==> src/rtl/hazard_ctrl_pkg.sv <==
// Shared constants for the hazard/forwarding scheduler: forward-select codes,
// the "operand unused" Tuse marker and the default MDU latencies.
package hazard_ctrl_pkg;

   localparam logic [1:0] FWD_RF    = 2'd0;
   localparam logic [1:0] FWD_E     = 2'd1;
   localparam logic [1:0] FWD_M     = 2'd2;
   localparam logic [1:0] TUSE_NONE = 2'd3;

   localparam int DEF_MULT_CYCLES = 5;
   localparam int DEF_DIV_CYCLES  = 10;
   localparam int DEF_CNT_W       = 4;

endpackage

==> src/rtl/hazard_ctrl_md_busy_cnt.sv <==
// MDU busy countdown: loaded on a mult/div issue in E, counts down to zero.
// md_busy covers the issue cycle plus the loaded number of following cycles.
module md_busy_cnt
   import hazard_ctrl_pkg::*;
#(
   parameter int MULT_CYCLES = DEF_MULT_CYCLES,
   parameter int DIV_CYCLES  = DEF_DIV_CYCLES,
   parameter int CNT_W       = DEF_CNT_W
) (
   input  logic clk,
   input  logic reset,
   input  logic md_start,
   input  logic md_is_div,
   output logic md_busy
);

   localparam logic [CNT_W-1:0] MULT_LD = CNT_W'(MULT_CYCLES);
   localparam logic [CNT_W-1:0] DIV_LD  = CNT_W'(DIV_CYCLES);

   logic [CNT_W-1:0] cnt;

   // A new issue always reloads, even over a running count.
   always_ff @(posedge clk) begin
      if (reset)
         cnt <= '0;
      else if (md_start)
         cnt <= md_is_div ? DIV_LD : MULT_LD;
      else if (cnt != '0)
         cnt <= cnt - 1'b1;
   end

   assign md_busy = md_start | (cnt != '0);

endmodule

==> src/rtl/hazard_ctrl.sv <==
// Stall/forward scheduler for the 5-stage pipeline: Tuse/Tnew register hazards,
// D-stage forward selects and MDU busy holds. Option: HAZARD_STALL_CNT_EN.
module hazard_ctrl
   import hazard_ctrl_pkg::*;
#(
   parameter int MULT_CYCLES = DEF_MULT_CYCLES,
   parameter int DIV_CYCLES  = DEF_DIV_CYCLES,
   parameter int CNT_W       = DEF_CNT_W
) (
   input  logic       clk,
   input  logic       reset,
   input  logic [4:0] D_rs,
   input  logic [4:0] D_rt,
   input  logic [1:0] D_Tuse_rs,
   input  logic [1:0] D_Tuse_rt,
   input  logic       D_is_md,
   input  logic [4:0] E_wa,
   input  logic [4:0] M_wa,
   input  logic [1:0] E_Tnew,
   input  logic [1:0] M_Tnew,
   input  logic       E_md_start,
   input  logic       E_md_is_div,
   output logic       stall,
   output logic       PC_en,
   output logic       FD_en,
   output logic       DE_clr,
   output logic [1:0] D_fwd_rs_sel,
   output logic [1:0] D_fwd_rt_sel,
   output logic       md_busy
`ifdef HAZARD_STALL_CNT_EN
   ,
   output logic [31:0] stall_cycles,
   output logic [31:0] md_stall_cycles
`endif
);

   logic e_hit_rs, m_hit_rs, e_hit_rt, m_hit_rt;
   logic stall_rs, stall_rt, md_stall;

   md_busy_cnt #(
      .MULT_CYCLES (MULT_CYCLES),
      .DIV_CYCLES  (DIV_CYCLES),
      .CNT_W       (CNT_W)
   ) u_md_busy_cnt (
      .clk       (clk),
      .reset     (reset),
      .md_start  (E_md_start),
      .md_is_div (E_md_is_div),
      .md_busy   (md_busy)
   );

   // $0 is hardwired, so it can never match a producer.
   assign e_hit_rs = (D_rs != 5'd0) && (D_rs == E_wa);
   assign m_hit_rs = (D_rs != 5'd0) && (D_rs == M_wa);
   assign e_hit_rt = (D_rt != 5'd0) && (D_rt == E_wa);
   assign m_hit_rt = (D_rt != 5'd0) && (D_rt == M_wa);

   assign stall_rs = (e_hit_rs && (D_Tuse_rs < E_Tnew)) || (m_hit_rs && (D_Tuse_rs < M_Tnew));
   assign stall_rt = (e_hit_rt && (D_Tuse_rt < E_Tnew)) || (m_hit_rt && (D_Tuse_rt < M_Tnew));
   assign md_stall = D_is_md & md_busy;

   assign stall  = stall_rs | stall_rt | md_stall;
   assign PC_en  = ~stall;
   assign FD_en  = ~stall;
   assign DE_clr = stall;

   // E is the younger producer, so it takes priority over M.
   always_comb begin
      D_fwd_rs_sel = FWD_RF;
      if (e_hit_rs && (E_Tnew == 2'd0))
         D_fwd_rs_sel = FWD_E;
      else if (m_hit_rs && (M_Tnew == 2'd0))
         D_fwd_rs_sel = FWD_M;
   end

   always_comb begin
      D_fwd_rt_sel = FWD_RF;
      if (e_hit_rt && (E_Tnew == 2'd0))
         D_fwd_rt_sel = FWD_E;
      else if (m_hit_rt && (M_Tnew == 2'd0))
         D_fwd_rt_sel = FWD_M;
   end

`ifdef HAZARD_STALL_CNT_EN
   always_ff @(posedge clk) begin
      if (reset) begin
         stall_cycles    <= '0;
         md_stall_cycles <= '0;
      end else begin
         if (stall)
            stall_cycles <= stall_cycles + 32'd1;
         if (md_stall)
            md_stall_cycles <= md_stall_cycles + 32'd1;
      end
   end
`endif

endmodule
==> config.mk <==
export PLATFORM = sky130hd
export DESIGN_NAME = hazard_ctrl
export DESIGN_NICKNAME = d
export VERILOG_FILES = /design/src/rtl/hazard_ctrl_pkg.sv /design/src/rtl/hazard_ctrl_md_busy_cnt.sv /design/src/rtl/hazard_ctrl.sv
export SDC_FILE = /design/constraint.sdc
export NUM_CORES = 1
export LEC_CHECK = 0
export ABC_CLOCK_PERIOD_IN_PS = 1900
export BUFFER_PORTS_ARGS = -buffer_cell sky130_fd_sc_hd__buf_2
export CORE_AREA = 2 2 44 46
export CTS_BUF_LIST = sky130_fd_sc_hd__clkbuf_16
export DETAILED_ROUTE_END_ITERATION = 8
export DIE_AREA = 0 0 46 48
export GPL_TIMING_DRIVEN = 0
export PLACE_DENSITY = 0.8
export SYNTH_ARGS = -nofsm -noshare
export SYNTH_HDL_FRONTEND = slang
export SYNTH_SLANG_ARGS = --single-unit
==> constraint.sdc <==
create_clock -name clk -period 1.9 [get_ports clk]
set_input_delay 0.19 -clock clk [delete_from_list [all_inputs] [get_ports clk]]
set_output_delay 0.19 -clock clk [all_outputs]
set_load 0.05 [all_outputs]
==> results of run 1 <==
-- Yosys cell counts, drive strengths merged --
cell	number
nor3	6
buf	2
nor4bb	1
a311oi	1
o2111ai	1
o211ai	2
a21boi	1
ha	6
nand2	5
dfxtp	4
nor4b	2
nand2b	5
nand4bb	1
nand3	4
or4	1
nor4	3
and2	1
nand4	1
a21oi	5
o211a	1
xnor2	10
nor2	4
o41ai	1
or2	1
o21ai	1
xor2	12
inv	6
-- layer usage --
layer,up-vias,global-route usage (%),share of wire (%)
met5,-,0,0
met4,0,5.14,0.52
met3,2,1.13,3.8
met2,27,40.3,54
met1,371,25.2,42
li1,416,-,-
-- logic make-up after synthesis --
family	synth area share, %
AO/OA/AOI/OAI	13.6
buffers and inverters	5.45
XOR/XNOR	28.0
adder cells (fa/ha/maj)	10.9
flip-flops	11.6
AND/OR/NAND/NOR	30.4
-- timing repair --
action,in CTS,in global routing
setup endpoints to repair,5,5
gates resized for setup,9,1
hold endpoints to repair,0,0
pin swaps,2,1
setup buffers,6,0
-- worst max-delay path, stage by stage (launching register included) --
cell	delay, ns
dfxtp_2	0.31
inv_2	0.07
ha_4	0.12
nor4b_4	0.20
bufinv_8	0.22
nand2_4	0.05
o41ai_4	0.08
nand4bb_2	0.27
buf_4	0.16
buf_4	0.18
-- how the worst min path moves through the flow --
stage | start | end
2_1_floorplan | reset | u_md_busy_cnt.cnt[1]
4_1_cts | reset | u_md_busy_cnt.cnt[1]
3_5_place_dp | reset | u_md_busy_cnt.cnt[1]
6_report | reset | u_md_busy_cnt.cnt[1]
5_1_grt | reset | u_md_busy_cnt.cnt[1]
3_3_place_gp | reset | u_md_busy_cnt.cnt[1]
-- power by group through the flow --
stage	Combinational (mW)	Sequential [mW]	Clock, mW
after floorplan	0.235	0.112	0
after global placement	0.321	0.114	0
after detailed placement	0.329	0.114	0
after CTS	0.374	0.111	0.329
after global routing	0.413	0.112	0.332
final	0.373	0.111	0.324
-- stage by stage --
step | setup TNS, ns | util [%] | area, um^2
2_1_floorplan | -0.846 | - | 832
3_3_place_gp | -0.751 | 62.7 | 1060
3_5_place_dp | -0.817 | 62.7 | 1060
4_1_cts | -0.587 | 71.6 | 1210
5_1_grt | -0.837 | 71.8 | 1210
6_report | -0.464 | 71.8 | 1210
-- cell type report --
cell class | count | area [um^2] | share of cell area [%]
Clock buffer | 3 | 75.1 | 6.19
Multi-Input combinational cell | 76 | 701 | 57.8
Buffer | 2 | 18.8 | 1.55
Tap cell | 17 | 21.3 | 1.75
Timing Repair Buffer | 47 | 278 | 22.9
Sequential cell | 4 | 82.6 | 6.81
Inverter | 6 | 36.3 | 2.99
==> flow_metrics.py, run 1 <==
metrics = {
    "placement": {
        "gp_congestion": 0.930,
        "port_buffers": 41,
        "pre_cts_slack_ns": -0.276,
        "hpwl_um": 1620,
        "dp.cells": 146,
    },
    "sta": {
        "hold_viol_final": 0,
        "rsz0062_at_grt": "yes",
        "slew-limit-headroom_pct": 74.2,
        "finalClockSkew_ns": 0.00305,
        "whs_ns": 0.166,
        "fmax_ghz": 0.482,
        "min_period_over_period_pct": 109,
        "tightest_slew_ns": 0.386,
        "setup_violations": 4,
        "drv_slew": 0,
        "period_minus_slack_ns": 2.07,
        "final.setup.worst_slack_ns": -0.173,
    },
    "routing": {
        "vias_per_cell": 5.26,
        "vias": 816,
        "drt_pre_antenna_iters": 4,
        "drt_first_iter_violations": 18,
        "wl_per_cell_um": 12.3,
        "antenna_left": 0,
        "drc_errors": 0,
        "wl_um": 1910,
    },
    "power_and_ir_drop": {
        "leakage_nw": 0.567,
        "ir_worst_vdd_uv": 621,
        "clkPwrFrac_pct": 40.1,
        "pwr-share-comb_pct": 46.2,
        "seq_power_share_pct": 13.7,
        "power_density_mw_per_mm2": 666,
        "p_total_mw": 0.807,
        "switching_share_pct": 32.6,
        "p_int_mw": 0.544,
        "p_switching_mw": 0.263,
    },
    "critical_path": {
        "worstSetupStartpointType": "flop",
        "reg2reg_slack_ns": 0.48,
        "worstReg2RegEnd": "u_md_busy_cnt.cnt[0]",
        "startpoint": "u_md_busy_cnt.cnt[1]",
        "worstSetupPathType": "flop to output port",
        "arrival_ns": 1.88,
        "crit_end": "stall",
        "crit_fanout": 2,
        "rr_startpoint": "u_md_busy_cnt.cnt[1]",
        "rr_worst_depth": 6,
        "required_ns": 1.71,
        "crit_path_end_kind": "output port",
    },
    "clock_tree": {
        "cts_max_level": 1,
        "cts.sinks": 4,
        "clockBufferDepth": 2,
        "root_buffer": "clkbuf_16",
        "postCtsHoldBufs": 0,
        "cts_buffers": 3,
        "clkLatencyLatePin_ns": 0.22,
        "cts_tree": "built",
        "clk_pin_slew_ns": 0.03,
    },
    "layout": {
        "stdcell_count": 155,
        "mostFrequentLayoutCells": "36 x buf_2, 12 x xor2_1, 10 x xnor2_1",
        "nFillCells": 127,
        "nets": 179,
        "synthToLayoutAreaGrowth_pct": 76.2,
        "top_register": "u_md_busy_cnt.cnt",
        "n_antenna_cell": 0,
        "final_common_cell": "buf_2",
        "top_regs": "u_md_busy_cnt.cnt x4",
        "largest_reg_flops": 4,
        "layout-drive-gt1-share_pct": 51.4,
    },
    "hold_path": {
        "holdCritPathClass": "input port to flop",
        "hold_depth": 2,
    },
    "grt": {
        "antenna_found_initial": 0,
        "grt_max_degree": 7,
        "grt_overflow": 0,
        "grt_pass1_vias": 832,
        "grt_pass1_wl_um": 3390,
        "grt.total_usage_pct": 21.0,
    },
    "floorplan": {
        "initial_core_util_pct": 40.7,
        "core-area_mm2": 0.00169,
        "die_h_um": 48,
        "ios": 42,
        "fp.dieW_um": 46,
        "fp-row-count": 15,
        "dieArea_mm2": 0.00221,
    },
    "yosys": {
        "synth_nets": 127,
        "postSynthCellCount": 88,
        "synth_top_area_cell": "xor2_1",
        "ys.warnings.count": 0,
        "ys_ff_latch": 4,
        "syn_avg_cell_area_um2": 7.82,
        "synth_area_um2": 688,
        "synth_top_area_share_pct": 15.3,
        "seq_area_frac_synth_pct": 11.6,
        "synth_area_leaders": "xor2_1 15%, xnor2_1 13%, dfxtp_1 12%, ha_1 11%, nand2b_1 4.5%",
        "synthDistinctLibCells": 29,
    },
    "status": {
        "violations": "setup timing",
        "status": "finished, violations left",
    },
    "job": {
        "cap_violations": 0,
    },
}
(Power assumes the default switching activity.)
==> inputs of run 2 (changes only) <==
--- a/config.mk
+++ b/config.mk
@@ -7,10 +7,12 @@
 export LEC_CHECK = 0
 export ABC_CLOCK_PERIOD_IN_PS = 1900
 export BUFFER_PORTS_ARGS = -buffer_cell sky130_fd_sc_hd__buf_2
-export CORE_AREA = 2 2 44 46
+export CELL_PAD_IN_SITES_DETAIL_PLACEMENT = 0
+export CELL_PAD_IN_SITES_GLOBAL_PLACEMENT = 1
+export CORE_AREA = 2 2 53 55
 export CTS_BUF_LIST = sky130_fd_sc_hd__clkbuf_16
 export DETAILED_ROUTE_END_ITERATION = 8
-export DIE_AREA = 0 0 46 48
+export DIE_AREA = 0 0 55 57
 export GPL_TIMING_DRIVEN = 0
 export PLACE_DENSITY = 0.8
 export SYNTH_ARGS = -nofsm -noshare
==> flow_metrics.py, run 2 (same netlist as run 1, synthesis figures left out) <==
metrics = {
    "status": {
        "status": "finished, violations left",
        "violations": "setup timing",
    },
    "power_and_ir_drop": {
        "p_switching_mw": 0.273,
        "seq_power_share_pct": 13.3,
        "p_int_mw": 0.563,
        "ir_worst_vdd_uv": 594,
        "switching_share_pct": 32.7,
        "leakage_nw": 0.588,
        "power_density_mw_per_mm2": 660,
        "pwr-share-comb_pct": 47.7,
        "clkPwrFrac_pct": 39.0,
    },
    "layout": {
        "multi_input_area_um2": 701,
        "top_register": "u_md_busy_cnt.cnt",
        "seq_area_um2": 82.6,
        "nets": 183,
        "post-route-util_pct": 48.5,
        "synthToLayoutAreaGrowth_pct": 84.2,
        "layout-drive-gt1-share_pct": 52.8,
        "mostFrequentLayoutCells": "36 x buf_2, 12 x xor2_1, 11 x buf_4",
        "n_antenna_cell": 0,
        "largest_reg_flops": 4,
        "final_common_cell": "buf_2",
        "nFillCells": 248,
        "top_regs": "u_md_busy_cnt.cnt x4",
    },
    "clock_tree": {
        "cts.sinks": 4,
        "postCtsHoldBufs": 0,
        "cts_max_level": 1,
        "clk_pin_slew_ns": 0.03,
        "root_buffer": "clkbuf_16",
        "clkLatencyLatePin_ns": 0.22,
        "cts_buffers": 3,
        "clockBufferDepth": 2,
        "cts_tree": "built",
    },
    "sta": {
        "hold_viol_final": 0,
        "finalClockSkew_ns": 0.00194,
        "slew-limit-headroom_pct": 60.1,
        "min_period_over_period_pct": 108,
        "rsz0062_at_grt": "yes",
        "drv_slew": 0,
        "fmax_ghz": 0.487,
        "setup_violations": 4,
        "period_minus_slack_ns": 2.05,
        "whs_ns": 0.178,
        "tightest_slew_ns": 0.589,
        "final.setup.worst_slack_ns": -0.155,
    },
    "routing": {
        "vias_per_cell": 4.65,
        "drc_errors": 0,
        "wl_um": 2070,
        "vias": 804,
        "drt_pre_antenna_iters": 4,
        "wl_per_cell_um": 11.9,
        "drt_first_iter_violations": 16,
        "antenna_left": 0,
    },
    "critical_path": {
        "crit_path_end_kind": "output port",
        "arrival_ns": 1.86,
        "crit_fanout": 2,
        "worstSetupStartpointType": "flop",
        "worstSetupPathType": "flop to output port",
        "worstReg2RegEnd": "u_md_busy_cnt.cnt[0]",
        "required_ns": 1.71,
        "rr_worst_depth": 6,
        "rr_startpoint": "u_md_busy_cnt.cnt[1]",
        "reg2reg_slack_ns": 0.38,
    },
    "hold_path": {
        "holdCritPathClass": "input port to flop",
        "min_from": "reset",
        "hold_end": "u_md_busy_cnt.cnt[1]",
        "hold_depth": 2,
    },
    "grt": {
        "grt_overflow": 0,
        "grt_pass1_wl_um": 3350,
        "grt_max_degree": 7,
        "grt_pass1_vias": 826,
        "antenna_found_initial": 0,
        "grt.total_usage_pct": 14.3,
    },
    "placement": {
        "gp_congestion": 0.875,
        "port_buffers": 41,
        "pre_cts_slack_ns": -0.300,
        "hpwl_um": 1730,
    },
    "floorplan": {
        "fp-row-count": 19,
        "initial_core_util_pct": 26.3,
        "ios": 42,
        "die_h_um": 57,
        "core-area_mm2": 0.00262,
        "dieArea_mm2": 0.00314,
        "fp.dieW_um": 55,
    },
    "job": {
        "cap_violations": 0,
    },
}
-- run 2: cell count changes in the layout (fill, tap and decap cells not counted), sizes merged --
cell,delta
buf,+4
-- run 2: how the worst max path moves through the flow --
stage                               startpoint    end  slack (ns)  cells past startpoint
after floorplan           u_md_busy_cnt.cnt[1]  PC_en       -0.39                      8
after global placement                 D_rt[1]  PC_en       -0.30                      6
after detailed placement               D_rt[1]  PC_en       -0.30                      7
after CTS                 u_md_busy_cnt.cnt[1]  PC_en       -0.19                      9
after global routing      u_md_busy_cnt.cnt[1]  PC_en       -0.29                      9
final                     u_md_busy_cnt.cnt[1]  PC_en       -0.15                      9
-- run 2: metrics by stage --
| step | std cells | cell area (um^2) | power [mW] | setup TNS, ns |
|---|---|---|---|---|
| floorplan | 88 | 832 | 0.347 | -0.846 |
| global placement | 160 | 1080 | 0.441 | -0.850 |
| detailed placement | 160 | 1080 | 0.449 | -0.878 |
| CTS | 170 | 1240 | 0.835 | -0.525 |
| global route | 173 | 1270 | 0.888 | -0.932 |
| finish | 173 | 1270 | 0.837 | -0.416 |
-- run 2: power by group through the flow --
stage               sequential (mW)  clock (mW)  combinational (mW)
finish                        0.112       0.326               0.399
global route                  0.112       0.340               0.436
CTS                           0.112       0.334               0.389
detailed placement            0.115           0               0.334
global placement              0.114           0               0.327
floorplan                     0.112           0               0.235
-- run 2: cell type report --
cell class              instances  area share [%]
plain buffers                   2            1.48
multi-input cells              76            55.3
inverters                       6            2.86
clock buffers                   3            5.92
flip-flops and latches          4            6.52
repair buffers                 51            24.9
well taps                      31            3.06
-- run 2: critical path: stages, from the launching register on --
cell and delay (ns):
dfxtp_2 0.32, inv_2 0.07, ha_4 0.13, nor4b_4 0.19, bufinv_8 0.22, nand2_4 0.05
o41ai_4 0.08, nor4bb_4 0.32, buf_6 0.14, buf_8 0.13
-- run 2: repair_timing --
action | 4_1_cts | 5_1_grt
resized for setup | 12 | 0
hold endpoints to repair | 0 | 0
setup buffers | 7 | 3
pin swaps | 4 | 1
endpoints found under the setup margin | 5 | 4
-- run 2: layer usage --
layer  share of wire (%)  vias to the layer above  track usage (%)
met2                  50                       26             25.0
met3                 4.6                        8             1.05
li1                    -                      422                -
met1                  43                      348             16.5
met5                   0                        -                0
met4                 2.6                        0             8.01
==> inputs of run 3 (changes only) <==
--- a/config.mk
+++ b/config.mk
@@ -6,7 +6,7 @@
 export NUM_CORES = 1
 export LEC_CHECK = 0
 export ABC_CLOCK_PERIOD_IN_PS = 1900
-export BUFFER_PORTS_ARGS = -buffer_cell sky130_fd_sc_hd__buf_2
+export BUFFER_PORTS_ARGS = -buffer_cell sky130_fd_sc_hd__buf_4
 export CELL_PAD_IN_SITES_DETAIL_PLACEMENT = 0
 export CELL_PAD_IN_SITES_GLOBAL_PLACEMENT = 1
 export CORE_AREA = 2 2 53 55
==> flow_metrics.py, run 3 (same netlist as run 1, synthesis figures left out) <==
metrics = {
    "placement": {
        "place_area_mm2": 0.00118,
        "pre_cts_slack_ns": -0.261,
        "port_buffers": 41,
        "gp_congestion": 0.783,
        "dp.cells": 160,
        "hpwl_um": 1940,
    },
    "grt": {
        "grtUsageMet3_pct": 1.57,
        "grt_overflow": 0,
        "grt.busiest_layer": "met2",
        "gr-usage-met1_pct": 18.3,
        "grt_util_met2_pct": 31.1,
        "grt.total_usage_pct": 16.7,
        "antenna_found_initial": 0,
        "grt_pass1_wl_um": 3860,
        "grt_max_degree": 7,
        "grt_pass1_vias": 899,
    },
    "layout": {
        "n_antenna_cell": 0,
        "final_common_cell": "buf_4",
        "mostFrequentLayoutCells": "45 x buf_4, 12 x xor2_1, 10 x xnor2_1",
        "stdcell_count": 172,
        "top_regs": "u_md_busy_cnt.cnt x4",
        "nets": 182,
        "layout-drive-gt1-share_pct": 53.2,
        "synthToLayoutAreaGrowth_pct": 97.6,
        "design_area_mm2": 0.00136,
        "nFillCells": 247,
        "largest_reg_flops": 4,
        "top_register": "u_md_busy_cnt.cnt",
    },
    "critical_path": {
        "crit_path_end_kind": "output port",
        "max_stage_delay_ns": 0.57,
        "path_cells": "buf_4, or4_4, o211ai_4, o41ai_4, nor4bb_4, buf_6, buf_8",
        "crit_fanout": 3,
        "slowest_stage": "or4_4",
        "rr_worst_depth": 6,
        "arrival_ns": 1.87,
        "worstSetupPathType": "input port to output port",
        "startpoint": "D_rt[4]",
        "worstSetupStartpointType": "input port",
        "rr_startpoint": "u_md_busy_cnt.cnt[1]",
        "required_ns": 1.71,
        "reg2reg_slack_ns": 0.44,
        "path_buf_inv": 3,
        "crit_family": "simple AND/OR/NAND/NOR gates",
        "cp_num_cells": 7,
    },
    "sta": {
        "rsz0062_at_grt": "yes",
        "min_period_over_period_pct": 108,
        "finalClockSkew_ns": 0.00220,
        "drv_slew": 0,
        "tightest_slew_ns": 0.383,
        "slew-limit-headroom_pct": 74.3,
        "hold_viol_final": 0,
        "period_minus_slack_ns": 2.06,
        "fmax_ghz": 0.486,
        "setup_violations": 4,
        "tns_ns": -0.569,
        "final.setup.worst_slack_ns": -0.156,
    },
    "status": {
        "status": "finished, violations left",
        "violations": "setup timing",
    },
    "hold_path": {
        "holdCritPathClass": "input port to flop",
        "hold_depth": 2,
        "min_from": "reset",
    },
    "floorplan": {
        "fp.dieW_um": 55,
        "dieArea_mm2": 0.00314,
        "die_h_um": 57,
        "ios": 42,
        "fp-row-count": 19,
        "initial_core_util_pct": 26.3,
        "core-area_mm2": 0.00262,
    },
    "clock_tree": {
        "cts_max_level": 1,
        "root_buffer": "clkbuf_16",
        "cts_buffers": 3,
        "cts_tree": "built",
        "postCtsHoldBufs": 0,
        "clk_pin_slew_ns": 0.03,
        "clkLatencyLatePin_ns": 0.22,
        "clockBufferDepth": 2,
        "cts.sinks": 4,
    },
    "power_and_ir_drop": {
        "ir_worst_vdd_uv": 714,
        "p_total_mw": 0.854,
        "power_density_mw_per_mm2": 628,
        "leakage_nw": 0.611,
    },
    "job": {
        "cap_violations": 0,
    },
    "routing": {
        "wl_um": 2280,
        "vias": 836,
        "drt_pre_antenna_iters": 4,
        "vias_per_cell": 4.86,
        "antenna_left": 0,
        "wl_per_cell_um": 13.3,
        "drc_errors": 0,
        "drt_first_iter_violations": 16,
    },
}
run 3: changes by cell type in the layout (fill, tap and decap cells not counted):
cell,previous run,this run
nor4b_1,1,0
buf_4,11,45
nor4b_2,0,1
buf_2,36,0
buf_6,5,6
run 3: layout make-up:
| type | instances | area (um^2) | share of cell area (%) |
|---|---|---|---|
| Tap cell | 31 | 38.8 | 2.85 |
| Multi-Input combinational cell | 76 | 707 | 52.0 |
| Timing Repair Buffer | 50 | 402 | 29.5 |
| Sequential cell | 4 | 82.6 | 6.07 |
| Inverter | 6 | 36.3 | 2.67 |
| Buffer | 2 | 18.8 | 1.38 |
| Clock buffer | 3 | 75.1 | 5.52 |
run 3: path summary, 6_finish.rpt:
check | endpoint
worst min register to register | u_md_busy_cnt.cnt[0]
worst min-delay path | u_md_busy_cnt.cnt[1]
worst max-delay path | PC_en
worst max register to register | u_md_busy_cnt.cnt[0]
run 3: per-stage QoR:
stage | hold slack [ns] | utilization [%]
2_1_floorplan | 0.252 | -
3_3_place_gp | 0.373 | 45.1
3_5_place_dp | 0.381 | 45.1
4_1_cts | 0.150 | 51.0
5_1_grt | 0.161 | 52.0
6_report | 0.152 | 52.0
run 3: power by group:
part,internal (mW),switching [mW],leakage [nW]
Clock,0.269,0.0583,0.0370
Combinational,0.210,0.205,0.540
Sequential,0.0986,0.0128,0.0338
run 3: what timing repair did:
action	in CTS	in global routing
endpoints found under the setup margin	5	5
pin swaps	3	4
endpoints found under the hold margin	0	0
setup buffers	7	2
resized for setup	6	3
run 3: layer usage:
layer	up-vias	wire (um)
met5	-	0
met4	0	15
met3	4	124
met2	30	1230
met1	382	910
li1	420	-
